## config.mk

```make
export PLATFORM = sky130hd
export DESIGN_NAME = pd_accum_ctrl
export DESIGN_NICKNAME = d
export VERILOG_FILES = /design/src/rtl/pd_accum_ctrl.sv
export SDC_FILE = /design/constraint.sdc
export NUM_CORES = 1
export LEC_CHECK = 0
export ABC_CLOCK_PERIOD_IN_PS = 1800
export BUFFER_PORTS_ARGS = -buffer_cell sky130_fd_sc_hd__buf_2
export CORE_MARGIN = 2
export CORE_UTILIZATION = 55
export CTS_BUF_LIST = sky130_fd_sc_hd__clkbuf_16
export DETAILED_ROUTE_END_ITERATION = 8
export GPL_TIMING_DRIVEN = 0
export PLACE_DENSITY_LB_ADDON = 0.12
export SLEW_MARGIN = 20
export SYNTH_ARGS = -nofsm -noshare
export SYNTH_HDL_FRONTEND = slang
export SYNTH_SLANG_ARGS = --single-unit
```

## constraint.sdc

```tcl
create_clock -name clk -period 1.8 [get_ports clk]
set_input_delay 0.27 -clock clk [delete_from_list [all_inputs] [get_ports clk]]
set_output_delay 0.27 -clock clk [all_outputs]
set_load 0.02 [all_outputs]
```

## src/rtl/pd_accum_ctrl.sv

```systemverilog
// Slot/round sequencer for the power-detect accumulator datapath: a tag shift pipe
// tracks every accepted sample and drives RAM addresses, clears and result tags.
module pd_accum_ctrl #(
    parameter int SF_ADDR_NUM = 20,
    parameter int ANT_NUM     = 4,
    parameter int ADNW        = 7,
    parameter int ACC_NUM     = 16,
    parameter int RD_LEAD     = 1,
    parameter int LO_DLY      = 3,
    parameter int HI_DLY      = 4,
    parameter int OUT_DLY     = 5
) (
    input  logic            clk,
    input  logic            rst_n,
    input  logic            i_start,
    input  logic            i_abort,
    input  logic            i_valid,
    output logic            o_ready,
    output logic            lo_clr,
    output logic            hi_clr,
    output logic [ADNW-1:0] lo_waddr,
    output logic [ADNW-1:0] lo_raddr,
    output logic [ADNW-1:0] hi_waddr,
    output logic [ADNW-1:0] hi_raddr,
    output logic            o_res_valid,
    output logic [ADNW-1:0] o_res_addr,
    output logic            o_busy,
    output logic            o_done
);
    localparam int DEPTH = SF_ADDR_NUM * ANT_NUM;
    localparam int RW    = (ACC_NUM > 1) ? $clog2(ACC_NUM) : 1;
    localparam logic [ADNW-1:0] SCRATCH    = '1;
    localparam logic [ADNW-1:0] LAST_SLOT  = ADNW'(DEPTH - 1);
    localparam logic [RW-1:0]   LAST_ROUND = RW'(ACC_NUM - 1);

    // A slot must not be read again before its previous write lands, and
    // the scratch address must never alias a real slot.
    if ((DEPTH <= HI_DLY + 1) || ((2 ** ADNW) - 1 < DEPTH) || (ACC_NUM < 1) ||
        (RD_LEAD < 0) || (LO_DLY - RD_LEAD < 1) || (HI_DLY - RD_LEAD < 1) ||
        (OUT_DLY < HI_DLY) || (OUT_DLY < LO_DLY)) begin : g_param_err
        $error("pd_accum_ctrl: illegal parameter combination");
    end

    typedef enum logic [1:0] {S_IDLE, S_ACCUM, S_DRAIN} state_t;

    typedef struct packed {
        logic            valid;
        logic            first;
        logic            last;
        logic [ADNW-1:0] slot;
    } tag_t;

    state_t          state_q, state_d;
    logic [ADNW-1:0] slot_q, slot_d;
    logic [RW-1:0]   round_q, round_d;
    tag_t            pipe_q [1:OUT_DLY];
    tag_t            pipe_d [1:OUT_DLY];

    logic accept;
    logic last_sample;
    logic drain_end;
    tag_t out_tag;

    assign out_tag     = pipe_q[OUT_DLY];
    assign accept      = i_valid && (state_q == S_ACCUM) && !i_abort;
    assign last_sample = accept && (slot_q == LAST_SLOT) && (round_q == LAST_ROUND);
    assign drain_end   = (state_q == S_DRAIN) && out_tag.valid && out_tag.last &&
                         (out_tag.slot == LAST_SLOT);

    always_ff @(posedge clk or negedge rst_n) begin
        if (!rst_n) begin
            state_q <= S_IDLE;
            slot_q  <= '0;
            round_q <= '0;
            for (int k = 1; k <= OUT_DLY; k++) pipe_q[k] <= '0;
        end else begin
            state_q <= state_d;
            slot_q  <= slot_d;
            round_q <= round_d;
            for (int k = 1; k <= OUT_DLY; k++) pipe_q[k] <= pipe_d[k];
        end
    end

    always_comb begin
        state_d = state_q;
        if (i_abort) begin
            state_d = S_IDLE;
        end else begin
            case (state_q)
                S_IDLE:  if (i_start) state_d = S_ACCUM;
                S_ACCUM: if (last_sample) state_d = S_DRAIN;
                S_DRAIN: if (drain_end) state_d = S_IDLE;
                default: state_d = S_IDLE;
            endcase
        end
    end

    // Counters sit at zero whenever no job is running, so a new job always starts at slot 0, round 0.
    always_comb begin
        slot_d  = slot_q;
        round_d = round_q;
        if (i_abort || (state_q == S_IDLE)) begin
            slot_d  = '0;
            round_d = '0;
        end else if (accept) begin
            if (slot_q == LAST_SLOT) begin
                slot_d  = '0;
                round_d = (round_q == LAST_ROUND) ? '0 : round_q + RW'(1);
            end else begin
                slot_d = slot_q + ADNW'(1);
            end
        end
    end

    always_comb begin
        pipe_d[1] = '0;
        if (accept) begin
            pipe_d[1].valid = 1'b1;
            pipe_d[1].first = (round_q == '0);
            pipe_d[1].last  = (round_q == LAST_ROUND);
            pipe_d[1].slot  = slot_q;
        end
        for (int k = 2; k <= OUT_DLY; k++) pipe_d[k] = pipe_q[k-1];
        if (i_abort) begin
            for (int k = 1; k <= OUT_DLY; k++) pipe_d[k] = '0;
        end
    end

    always_comb begin
        o_ready     = (state_q == S_ACCUM);
        o_busy      = (state_q != S_IDLE);
        o_done      = drain_end && !i_abort;
        lo_waddr    = pipe_q[LO_DLY].valid ? pipe_q[LO_DLY].slot : SCRATCH;
        lo_clr      = pipe_q[LO_DLY].valid && pipe_q[LO_DLY].first;
        hi_waddr    = pipe_q[HI_DLY].valid ? pipe_q[HI_DLY].slot : SCRATCH;
        hi_clr      = pipe_q[HI_DLY].valid && pipe_q[HI_DLY].first;
        lo_raddr    = pipe_q[LO_DLY-RD_LEAD].valid ? pipe_q[LO_DLY-RD_LEAD].slot : SCRATCH;
        hi_raddr    = pipe_q[HI_DLY-RD_LEAD].valid ? pipe_q[HI_DLY-RD_LEAD].slot : SCRATCH;
        o_res_valid = out_tag.valid && out_tag.last;
        o_res_addr  = o_res_valid ? out_tag.slot : '0;
    end

endmodule

```

# Word level (Yosys, flattened, before mapping)
# Index checks and enable logic that the tools add are counted.
dict set report totals {
  elab_cells 70
  ff_bits 62
  out_inout_bits 41
  in_bits 5
}
dict set report classes {
  n_reduce_logical 20
  muxes 18
  eq_ne 8
  n_addsub 2
}
# cell count
set ops {}
lappend ops {{50-bit 2-to-1 mux} 1}
lappend ops {{7-bit 2-to-1 mux} 7}
lappend ops {{4-bit 2-to-1 mux} 4}
lappend ops {{7-bit == test, second input constant} 2}
lappend ops {{1-bit logical AND} 11}
lappend ops {{10-bit 2-to-1 mux} 1}
lappend ops {{2-bit 2-to-1 mux} 4}
lappend ops {{7-bit by 1-bit adder with 7-bit output, second input constant} 1}
lappend ops {{3-bit != test, second input constant} 2}
lappend ops {{2-bit one-hot mux with 3 select lines} 1}
lappend ops {{2-bit nonzero test} 3}
lappend ops {{4-bit by 1-bit adder with 4-bit output, second input constant} 1}
lappend ops {{4-bit == test, second input constant} 1}
lappend ops {{4-bit logical NOT} 1}
lappend ops {{3-bit by 2-bit != test with 1-bit output, second input constant} 1}
lappend ops {{3-bit AND reduction} 1}
lappend ops {{2-bit by 1-bit == test with 1-bit output, second input constant} 1}
lappend ops {{2-bit == test, second input constant} 1}
lappend ops {{2-bit logical NOT} 1}
lappend ops {{2-bit AND reduction} 1}
lappend ops {{1-bit logical NOT} 1}
lappend ops {{1-bit logical OR} 1}

# Logic depth before layout (Yosys ltp)
dict set report logic_depth {
  word_depth 8
  depth_mapped 5
  mapped_depth_nobuf 5
}

# Worst setup path before layout
# Ideal clock, no wire load.
dict set report synth_timing {
  path_type {flip-flop to flip-flop}
  start {register slot_q[5]}
  end {register round_q[3]}
  stages_incl_launch_ff 5
  period_less_slack_ps 1638
  path_buffers 0
  arrival_ps 1516
  setup_time_ps 122
  slack_ps 162
  required_time_ps 1678
  path_cell_list {dfrtp_1 -> or3b_1 -> nor4_4 -> nand3_1 -> a32o_1}
}
dict set report synth_via {
  elab_chain_cells 3
}
# item line
set synth_lines {}
lappend synth_lines {{start: declaration} 54} ;# logic [ADNW-1:0] slot_q, slot_d;
lappend synth_lines {{start signal: assignment} 78} ;# slot_q <= slot_d;
lappend synth_lines {{7-bit == test} 106} ;# if (slot_q == LAST_SLOT) begin
lappend synth_lines {{2-bit nonzero test (no source line)} n/a}
lappend synth_lines {{2-bit AND reduction (no source line)} n/a}
lappend synth_lines {{end signal: assignment} 79} ;# round_q <= round_d;
lappend synth_lines {{end: declaration} 55} ;# logic [RW-1:0] round_q, round_d;
# Every way passes these cells.
# A chain may end at the register's enable or synchronous reset.

# Final worst setup path
dict set report layout_timing {
  start {register out_tag[3] (netlist name)}
  end {output port o_done}
}
dict set report layout_via {
  elab_chain_cells 3
}
# item line
set layout_lines {}
lappend layout_lines {{7-bit == test} 68} ;# (out_tag.slot == LAST_SLOT);
lappend layout_lines {{1-bit logical AND} 67} ;# assign drain_end = (state_q == S_DRAIN) && out_tag.valid && out_tag.last &&
lappend layout_lines {{1-bit logical AND} 132} ;# o_done = drain_end && !i_abort;
lappend layout_lines {{end: declaration} 28} ;# output logic o_done
# Every way passes these cells.

==> results.py <==
metrics = {
    "global_routing": {
        "grt_max_degree": 63,
        "grt-ovfl-total": 0,
        "grt_pass1_wl_um": 7270,
        "antenna_found_initial": 0,
        "grtUsageTotal_pct": 19.2,
        "grt_pass1_vias": 1566,
    },
    "critical_path": {
        "required_ps": 1530,
        "cp.arrival_ps": 1520,
        "critPathKind": "flip-flop to output port",
        "critPathLaunch": "out_tag[3]$_DFF_PN0_",
        "crit_fanout": 2,
        "crit_path_end_kind": "output port",
        "rr_startpoint": "state_q[1]$_DFFE_PN0P_",
        "startpoint_type": "flip-flop",
    },
    "pwr": {
        "seqPwrFrac_pct": 48.1,
        "switching_share_pct": 20.7,
        "switchingPower_mw": 0.607,
        "ir_drop_uv": 532,
        "comb_power_share_pct": 3.5,
        "powerDensity_mw_per_mm2": 928,
        "p_leak_nw": 1.55,
        "clock_power_share_pct": 48.4,
        "p_int_mw": 2.32,
        "p_total_mw": 2.93,
    },
    "run_status": {
        "status": "finished, final reports clean",
    },
    "cts": {
        "clkTransAtPathRegs_ps": 50,
        "htreeDepth": 3,
        "cts_max_path_buffers": 2,
        "cts.sinks": 62,
        "clockRootBuffer": "clkbuf_16",
        "tritoncts": "yes",
        "cts_buffers": 9,
        "clk_latency_ps": 320,
    },
    "layout": {
        "post-route-util_pct": 71.4,
        "area_growth_pct": 23.5,
        "multi_input_area_sq_um": 932,
        "nFillCells": 328,
        "nets": 285,
        "final_common_cell": "dfrtp_1",
        "drive_gt1_share_pct": 27.0,
        "antenna_cells": 0,
        "final_cell_mix": "dfrtp_1, nor2b_1, buf_2",
        "regArea_sq_mm": 0.00155,
    },
    "synthesis": {
        "netlist-cell-type-count": 37,
        "synth.net_count": 225,
        "postSynthAreaPerCell_sq_um": 11.8,
        "seq_area_frac_synth_pct": 60.8,
        "synth-seq-cells": 62,
        "netlist_top_cells_area": "dfrtp_1, nor2b_1, nand2b_1, and2_1, buf_4",
        "synthArstFlopShare_pct": 100,
        "synth_ff_type": "dfrtp_1",
        "synth-edff-count": 0,
        "yosysWarnings": 0,
        "netlist_instances": 217,
        "syn_area_sq_mm": 0.00255,
        "netlist.area_leader.share_pct": 60.8,
        "synth_top_cell_by_area": "dfrtp_1",
    },
    "worst_hold_path": {
        "hp-class": "primary input to async pin",
    },
    "sta": {
        "finClkSkew_ps": 3.15,
        "post-route-period-util_pct": 99.7,
        "slew_headroom_pct": 50.2,
        "setup_tns_ps": 0,
        "rsz0062_at_grt": "true",
        "timing.final.crit_period_ps": 1790,
        "fmax_mhz": 557,
        "max_slew.worst_pin.slew_ps": 746,
        "finalSetupViolCount": 0,
        "hold_violations": 0,
        "slew_violations": 0,
    },
    "flow_run": {
        "cap_violations": 0,
    },
    "route": {
        "wl_um": 4360,
        "wl_per_cell_um": 13.1,
        "drtAntennaViolNets": 0,
        "drt_iter0_markers": 95,
        "num_vias": 1643,
        "drt-vias-per-instance": 4.93,
        "dr.pass1.iters": 4,
        "drc": 0,
    },
    "placement": {
        "dp_hpwl_um": 2910,
        "gp_congestion": 0.767,
        "portBuffers": 45,
    },
    "die": {
        "die_area_sq_mm": 0.00520,
        "dieHeight_um": 72.1,
        "io_pins": 46,
        "initial_core_util_pct": 57.9,
        "coreArea_sq_mm": 0.00441,
        "rows": 24,
        "fp.dieW_um": 72.1,
    },
}
==> per-layer routing <==
| metal | GRT usage [%] | vias up | share of wire (%) |
|---|---|---|---|
| met5 | 0 | - | 0 |
| li1 | - | 819 | - |
| met2 | 30.7 | 36 | 51 |
| met1 | 23.0 | 780 | 41 |
| met3 | 6.39 | 8 | 4.7 |
| met4 | 10.3 | 0 | 2.4 |
==> power groups by stage <==
stage                     sequential (mW)  clock, mW  combinational [mW]
final                                1.41       1.42               0.102
after global routing                 1.41       1.51               0.116
after CTS                            1.41       1.45               0.105
after detailed placement             1.43          0               0.105
after global placement               1.43          0               0.103
after floorplan                      1.43          0              0.0509
==> stage by stage <==
| stage | hold slack, ps | setup WS [ps] | instance area (sq um) | cells |
|---|---|---|---|---|
| finish | 28.5 | 5.02 | 3150 | 333 |
| CTS | 50.9 | -9.71 | 3150 | 333 |
| detailed placement | 385 | 9.05 | 2850 | 314 |
| global route | 84.4 | -62.9 | 3150 | 333 |
| global placement | 441 | 17.9 | 2840 | 314 |
| floorplan | -25.6 | 162 | 2550 | 217 |
==> critical path: stages (launching register included) <==
cell,delay [ps]
dfrtp_1,350
nand4_1,160
nor4b_4,300
and4bb_2,280
buf_6,110
==> cell families after synthesis <==
logic type | after synthesis | synth area share, %
simple gates | 121 | 30.2
flops | 62 | 60.8
buf+inv | 17 | 3.53
compound gates | 10 | 2.65
xor+xnor | 3 | 1.03
fa+ha+maj | 3 | 1.47
mux | 1 | 0.392
==> final timing paths <==
check | to | slack [ps] | depth (start not counted)
max in group asynchronous | state_q[1]$_DFFE_PN0P_ | 1250 | 1
max | o_done | 5 | 4
min reg2reg | pipe_q[39]$_DFF_PN0_ | 450 | 1
min | pipe_q[32]$_DFF_PN0_ | 30 | 1
min in group clk | state_q[0]$_DFFE_PN0P_ | 220 | 3
max reg2reg | slot_q[6]$_DFFE_PN0P_ | 70 | 4
==> registers in the layout (all words and copies together), names as in the netlist <==
register / cells
pipe_q: 40
state_q: 2
round_q: 4
out_tag: 9
slot_q: 7
==> cells in the mapped netlist (4+ instances only) <==
cell and number:
nor2_1 7, buf_4 7, dfrtp_1 62, nand2b_1 23, nand2_1 11, clkbuf_1 6, nor2b_1 43, and2_1 9
inv_1 4, and3_1 8
==> layout make-up <==
cell class                      instances  area share, %
Clock inverter                          6          0.754
Buffer                                 13           2.38
Clock buffer                            9           7.14
Tap cell                               52           2.06
Inverter                                4          0.476
Sequential cell                        62           49.2
Multi-Input combinational cell        138           29.6
Timing Repair Buffer                   49           8.37
==> what timing repair did <==
action | CTS | global route
pin swaps | 4 | 2
resized for setup | 5 | 2
setup endpoints to repair | 2 | 5
setup buffers | 4 | 0
hold buffers | 0 | 0
Power figures use the tool's default switching activity.
